--- config.mk ---
export PLATFORM = sky130hd
export DESIGN_NAME = instr_decode
export DESIGN_NICKNAME = d
export VERILOG_FILES = /design/src/rtl/instr_decode.sv
export SDC_FILE = /design/constraint.sdc
export NUM_CORES = 1
export LEC_CHECK = 0
export ABC_AREA = 1
export BUFFER_PORTS_ARGS = -buffer_cell sky130_fd_sc_hd__buf_2
export CAP_MARGIN = 25
export CORE_UTILIZATION = 50
export CTS_CLUSTER_SIZE = 12
export DETAILED_ROUTE_END_ITERATION = 8
export GPL_ROUTABILITY_DRIVEN = 0
export GPL_TIMING_DRIVEN = 0
export PLACE_DENSITY_LB_ADDON = 0.15
export SLEW_MARGIN = 20
export SYNTH_ARGS = -nofsm -noshare
export SYNTH_HDL_FRONTEND = slang
export SYNTH_SLANG_ARGS = --single-unit
--- constraint.sdc ---
create_clock -name clk -period 5.2 [get_ports clk]
set_clock_uncertainty 0.1 [all_clocks]
set_input_delay 1.04 -clock clk [delete_from_list [all_inputs] [get_ports clk]]
set_output_delay 1.04 -clock clk [all_outputs]
set_load 0.005 [all_outputs]
--- src/rtl/instr_decode.sv ---
// instr_decode: consumer end of the instruction-fetch stream.
// Buffers pushed instructions in a FIFO, decodes them one at a time and
// dispatches LOAD / CONV commands over valid/ready handshakes.
module instr_decode #(
  parameter int FIFO_DEPTH = 16,
  parameter int INSTR_W    = 64,
  parameter int TAG_W      = 5
) (
  input  logic                          clk,
  input  logic                          rst,
  input  logic [INSTR_W-1:0]            i_instr,
  input  logic [TAG_W-1:0]              i_instr_addr,
  input  logic                          i_instr_enable,
  output logic [7:0]                    o_cmd_ftype,
  output logic [15:0]                   o_cmd_saddr,
  output logic [15:0]                   o_cmd_daddr,
  output logic [7:0]                    o_cmd_memsel,
  output logic [TAG_W-1:0]              o_cmd_tag,
  output logic                          o_ld_valid,
  input  logic                          i_ld_ready,
  input  logic                          i_ld_idle,
  output logic                          o_conv_valid,
  input  logic                          i_conv_ready,
  input  logic                          i_conv_done,
  output logic                          o_busy,
  output logic [$clog2(FIFO_DEPTH):0]   o_fifo_count,
  output logic                          o_err_illegal,
  output logic                          o_err_overflow
);

  localparam int AW = $clog2(FIFO_DEPTH);
  localparam int CW = AW + 1;
  // Reserved low byte is never stored
  localparam int EW = TAG_W + INSTR_W - 8;

  localparam logic [7:0] OP_LOAD = 8'h04;
  localparam logic [7:0] OP_CONV = 8'h81;
  localparam logic [7:0] OP_NOP  = 8'h00;

  typedef enum logic [2:0] {
    S_IDLE,
    S_DECODE,
    S_LD_ISSUE,
    S_CONV_WAIT,
    S_CONV_ISSUE,
    S_CONV_RUN
  } state_t;

  state_t state, state_nxt;

  logic [EW-1:0]  mem [FIFO_DEPTH];
  logic [AW-1:0]  wr_ptr, rd_ptr;
  logic [CW-1:0]  count;
  logic [EW-1:0]  head;
  logic           pop, full, push_ok;
  logic [7:0]     cur_op;
  logic           op_illegal;
  logic           unused_rsvd;

  assign unused_rsvd = ^i_instr[7:0];

  assign head       = mem[rd_ptr];
  assign pop        = (state == S_IDLE) && (count != '0);
  assign full       = (count == CW'(FIFO_DEPTH));
  // A full FIFO still accepts a push when the head leaves in the same cycle
  assign push_ok    = i_instr_enable && (!full || pop);
  assign op_illegal = (cur_op != OP_LOAD) && (cur_op != OP_CONV) && (cur_op != OP_NOP);
  assign o_fifo_count = count;

  // FIFO pointers and occupancy
  always_ff @(posedge clk) begin
    if (rst) begin
      wr_ptr <= '0;
      rd_ptr <= '0;
      count  <= '0;
    end else begin
      if (push_ok) wr_ptr <= wr_ptr + AW'(1);
      if (pop)     rd_ptr <= rd_ptr + AW'(1);
      case ({push_ok, pop})
        2'b10:   count <= count + CW'(1);
        2'b01:   count <= count - CW'(1);
        default: count <= count;
      endcase
    end
  end

  // FIFO storage: {tag, instr[63:8]}
  always_ff @(posedge clk) begin
    if (push_ok) mem[wr_ptr] <= {i_instr_addr, i_instr[INSTR_W-1:8]};
  end

  // Current-instruction register; loaded on the pop that enters DECODE
  always_ff @(posedge clk) begin
    if (rst) begin
      cur_op       <= '0;
      o_cmd_ftype  <= '0;
      o_cmd_saddr  <= '0;
      o_cmd_daddr  <= '0;
      o_cmd_memsel <= '0;
      o_cmd_tag    <= '0;
    end else if (pop) begin
      cur_op       <= head[EW-TAG_W-1 -: 8];
      o_cmd_ftype  <= head[EW-TAG_W-9 -: 8];
      o_cmd_saddr  <= head[EW-TAG_W-17 -: 16];
      o_cmd_daddr  <= head[EW-TAG_W-33 -: 16];
      o_cmd_memsel <= head[7:0];
      o_cmd_tag    <= head[EW-1 -: TAG_W];
    end
  end

  // Sticky error flags
  always_ff @(posedge clk) begin
    if (rst) begin
      o_err_illegal  <= 1'b0;
      o_err_overflow <= 1'b0;
    end else begin
      if (state == S_DECODE && op_illegal) o_err_illegal  <= 1'b1;
      if (i_instr_enable && !push_ok)      o_err_overflow <= 1'b1;
    end
  end

  // State register
  always_ff @(posedge clk) begin
    if (rst) state <= S_IDLE;
    else     state <= state_nxt;
  end

  // Next-state logic
  always_comb begin
    state_nxt = state;
    case (state)
      S_IDLE:       if (pop) state_nxt = S_DECODE;
      S_DECODE: begin
        if (cur_op == OP_LOAD)      state_nxt = S_LD_ISSUE;
        else if (cur_op == OP_CONV) state_nxt = S_CONV_WAIT;
        else                        state_nxt = S_IDLE;
      end
      S_LD_ISSUE:   if (i_ld_ready)   state_nxt = S_IDLE;
      S_CONV_WAIT:  if (i_ld_idle)    state_nxt = S_CONV_ISSUE;
      S_CONV_ISSUE: if (i_conv_ready) state_nxt = S_CONV_RUN;
      S_CONV_RUN:   if (i_conv_done)  state_nxt = S_IDLE;
      default:      state_nxt = S_IDLE;
    endcase
  end

  // Output decode
  always_comb begin
    o_ld_valid   = (state == S_LD_ISSUE);
    o_conv_valid = (state == S_CONV_ISSUE);
    o_busy       = (state != S_IDLE) || (count != '0);
  end

endmodule

==> flow_metrics.env <==
export IMPL_grt_max_degree=22
export IMPL_num_rows=109
export IMPL_synthesis_area_um2=44500
export IMPL_ir_drop_mv=0.333
export IMPL_fmax_mhz=351
export IMPL_drc_errors=0
export IMPL_layout_drive_gt1_share_pct=11.6
export IMPL_crit_arrival_ps=3320
export IMPL_worstHoldPathType="reg2reg"
export IMPL_ys_seq_area_share_pct=69.4
export IMPL_r2r_start="state[0]$_SDFFE_PP0P_"
export IMPL_drt_wl_total_mm=129
export IMPL_min_from="o_err_illegal$_SDFFE_PP0P_"
export IMPL_power_leakage_nw=21.6
export IMPL_drt_iter0_markers=3500
export IMPL_grt_pass1_vias=28990
export IMPL_layout_nets=4631
export IMPL_dr_pass1_iters=6
export IMPL_ctsResizeCount=0
export IMPL_h_tree_depth=3
export IMPL_insertion_delay_ps=700
export IMPL_maxCapViolations=0
export IMPL_tightest_slew_ps=1130
export IMPL_ff2ff_path_depth=9
export IMPL_grt_pass1_wl_mm=188
export IMPL_slew_headroom_pct=24.5
export IMPL_dp_slack_ps=1730
export IMPL_cts_hold_buf=0
export IMPL_fin_crit_ps=2850
export IMPL_post_dp_hpwl_mm=84.5
export IMPL_setup_violations=0
export IMPL_worst_slack_ps=2350
export IMPL_critPathCaptureType="register"
export IMPL_avgSynthCellArea_um2=10.5
export IMPL_drt_vias_per_instance=5.36
export IMPL_cts_tree="built"
export IMPL_ys_ff_latch=1055
export IMPL_worstHoldPathCells=2
export IMPL_path_clk_slew_ps=60
export IMPL_routedWlPerCell_um=22.2
export IMPL_core_area_um2=88200
export IMPL_postRouteAntennaNets=0
export IMPL_cts_root_buffer="clkbuf_16"
export IMPL_status="finished clean"
export IMPL_cts_setup_buffers=0
export IMPL_die_h_um=300
export IMPL_drv_slew=0
export IMPL_grt_util_all_layers_pct=28.7
export IMPL_worstPathRequired_ps=5680
export IMPL_critPathMaxFanout=10
export IMPL_path_class="in2reg"
export IMPL_grt_setup_unrepaired="false"
export IMPL_antenna_found_initial=2
export IMPL_r2r_setup_slack_ps=2390
export IMPL_dieArea_um2=90200
export IMPL_grt_ovfl_total=0
export IMPL_ios=139
export IMPL_syn2layout_area_growth_pct=15.5
export IMPL_fin_crit_sh_pct=54.8
export IMPL_cts_num_sinks=1055
export IMPL_start_kind="input pin"
export IMPL_synth_nets=4337
export IMPL_hold_path_end="o_err_illegal$_SDFFE_PP0P_"
export IMPL_cts_inserted_buffers=110
export IMPL_clockBufferDepth=3
export IMPL_p_per_area_nw_per_um2=500
export IMPL_io_buffers=129
export IMPL_syn_inst=4252
export IMPL_ys_warn_count=0
export IMPL_p_total_w=0.0257
export IMPL_synth_cell_types=30
export IMPL_reg2reg_to="mem[10][18]$_DFFE_PP_"
export IMPL_vias=31138
export IMPL_die_width_um=300
export IMPL_start_util_pct=50.4
export IMPL_hold_viol_final=0
-- cells in the mapped netlist --
cell type	n	area, um^2
nand3_1	687	3440
xnor2_1	1	8.76
inv_1	587	2200
fa_1	1	20.0
o211ai_1	13	97.6
buf_1	21	78.8
o21ai_1	21	105
xor2_1	3	26.3
nor3_2	1	10.0
nor3_1	1	5.00
nand2_2	2	12.5
a21oi_1	15	75.1
clkbuf_1	34	128
buf_6	20	225
o21bai_1	1	7.51
nand2_1	1325	4970
o21ai_0	36	180
o21ai_2	1	8.76
inv_4	1	6.26
nand4_1	4	25.0
buf_2	108	541
dfxtp_1	79	1580
inv_2	6	22.5
a21oi_2	1	8.76
nor2_1	252	946
nand3b_1	3	22.5
nor2_4	2	22.5
buf_4	42	315
edfxtp_1	976	29300
ha_1	8	100
-- per-layer routing --
metal | up-vias | track usage (%) | routed length (um)
met3 | 215 | 4.13 | 11700
li1 | 14489 | - | -
met2 | 1509 | 47.0 | 61400
met1 | 14925 | 39.6 | 52600
met4 | 0 | 8.87 | 3510
met5 | - | 0 | 0
-- worst max-delay path, cell delays in order --
cell      delay [ps]
clkbuf_2         430
clkbuf_1         770
clkbuf_1         790
nor2_1           120
nand2_1          100
inv_1             30
-- cell type report --
type	count	area (um^2)
clock inverter	31	244
tap	1165	1460
timing repair buffer	182	1840
fill	7269	36800
inverter	594	2230
buffer	225	1290
clock buffer	176	3230
sequential	1055	30900
antenna	5	12.5
multi-input combinational	2378	10200
-- logic make-up after synthesis --
kind of cell	count (synthesis)	share of synthesized area, %
XOR/XNOR	4	0.0787
adder cells (fa/ha/maj)	9	0.270
flip-flops	1055	69.4
AO/OA/AOI/OAI	88	1.09
buffers and inverters	819	7.91
AND/OR/NAND/NOR	2277	21.2
-- worst max path at each step --
stage	startpoint	endpoint	cells after the start
floorplan	i_instr_enable	mem[0][0]$_DFFE_PP_	4
global placement	i_instr_enable	mem[9][17]$_DFFE_PP_	5
detailed placement	rst	o_cmd_ftype[3]$_SDFFE_PP0P_	6
CTS	state[0]$_SDFFE_PP0P_	mem[3][13]$_DFFE_PP_	9
global route	state[0]$_SDFFE_PP0P_	mem[3][17]$_DFFE_PP_	9
finish	rst	o_cmd_ftype[3]$_SDFFE_PP0P_	6
-- metrics by stage --
step | TNS, ps | cells | hold WS [ps] | utilization [%] | cell area (um^2)
finish | 0 | 5811 | 360 | 58.3 | 51400
global route | 0 | 5806 | 375 | 58.2 | 51400
CTS | 0 | 5805 | 359 | 58.2 | 51400
detailed placement | 0 | 5598 | 342 | 54.3 | 47900
global placement | -2347840 | 5546 | 343 | 52.8 | 46600
floorplan | 0 | 4252 | 347 | - | 44500
-- registers in the layout (all words and copies together), names as in the netlist --
signal and cells:
o_cmd_saddr 16, o_cmd_tag 5, mem 976, o_err_illegal 1
o_cmd_ftype 8, o_fifo_count 5, cur_op 8, rd_ptr 4
o_err_overflow 1, state 3, o_cmd_daddr 16, wr_ptr 4
o_cmd_memsel 8
-- placed cells by master, fill, tap and decap left out, types with 8 or more instances in the layout --
cell type and n:
a21oi_1 15, buf_1 20, buf_12 34, buf_16 18, buf_2 238, buf_4 42
buf_6 20, clkbuf_1 77, clkbuf_16 112, clkbuf_8 19, clkinv_1 10, clkinv_2 12
dfxtp_1 79, edfxtp_1 976, ha_1 8, inv_1 587, nand2_1 1325, nand3_1 687
nor2_1 236, nor2_4 18, o211ai_1 13, o21ai_0 36, o21ai_1 21
-- where the power goes --
| group | switching (W) | internal [W] | leakage [nW] | total (W) |
|---|---|---|---|---|
| registers | 0.000198 | 0.00975 | 9.47 | 0.00994 |
| clock network | 0.00326 | 0.00430 | 1.70 | 0.00757 |
| logic | 0.00574 | 0.00247 | 10.4 | 0.00821 |
No activity file was read; power rests on OpenSTA's default activity.
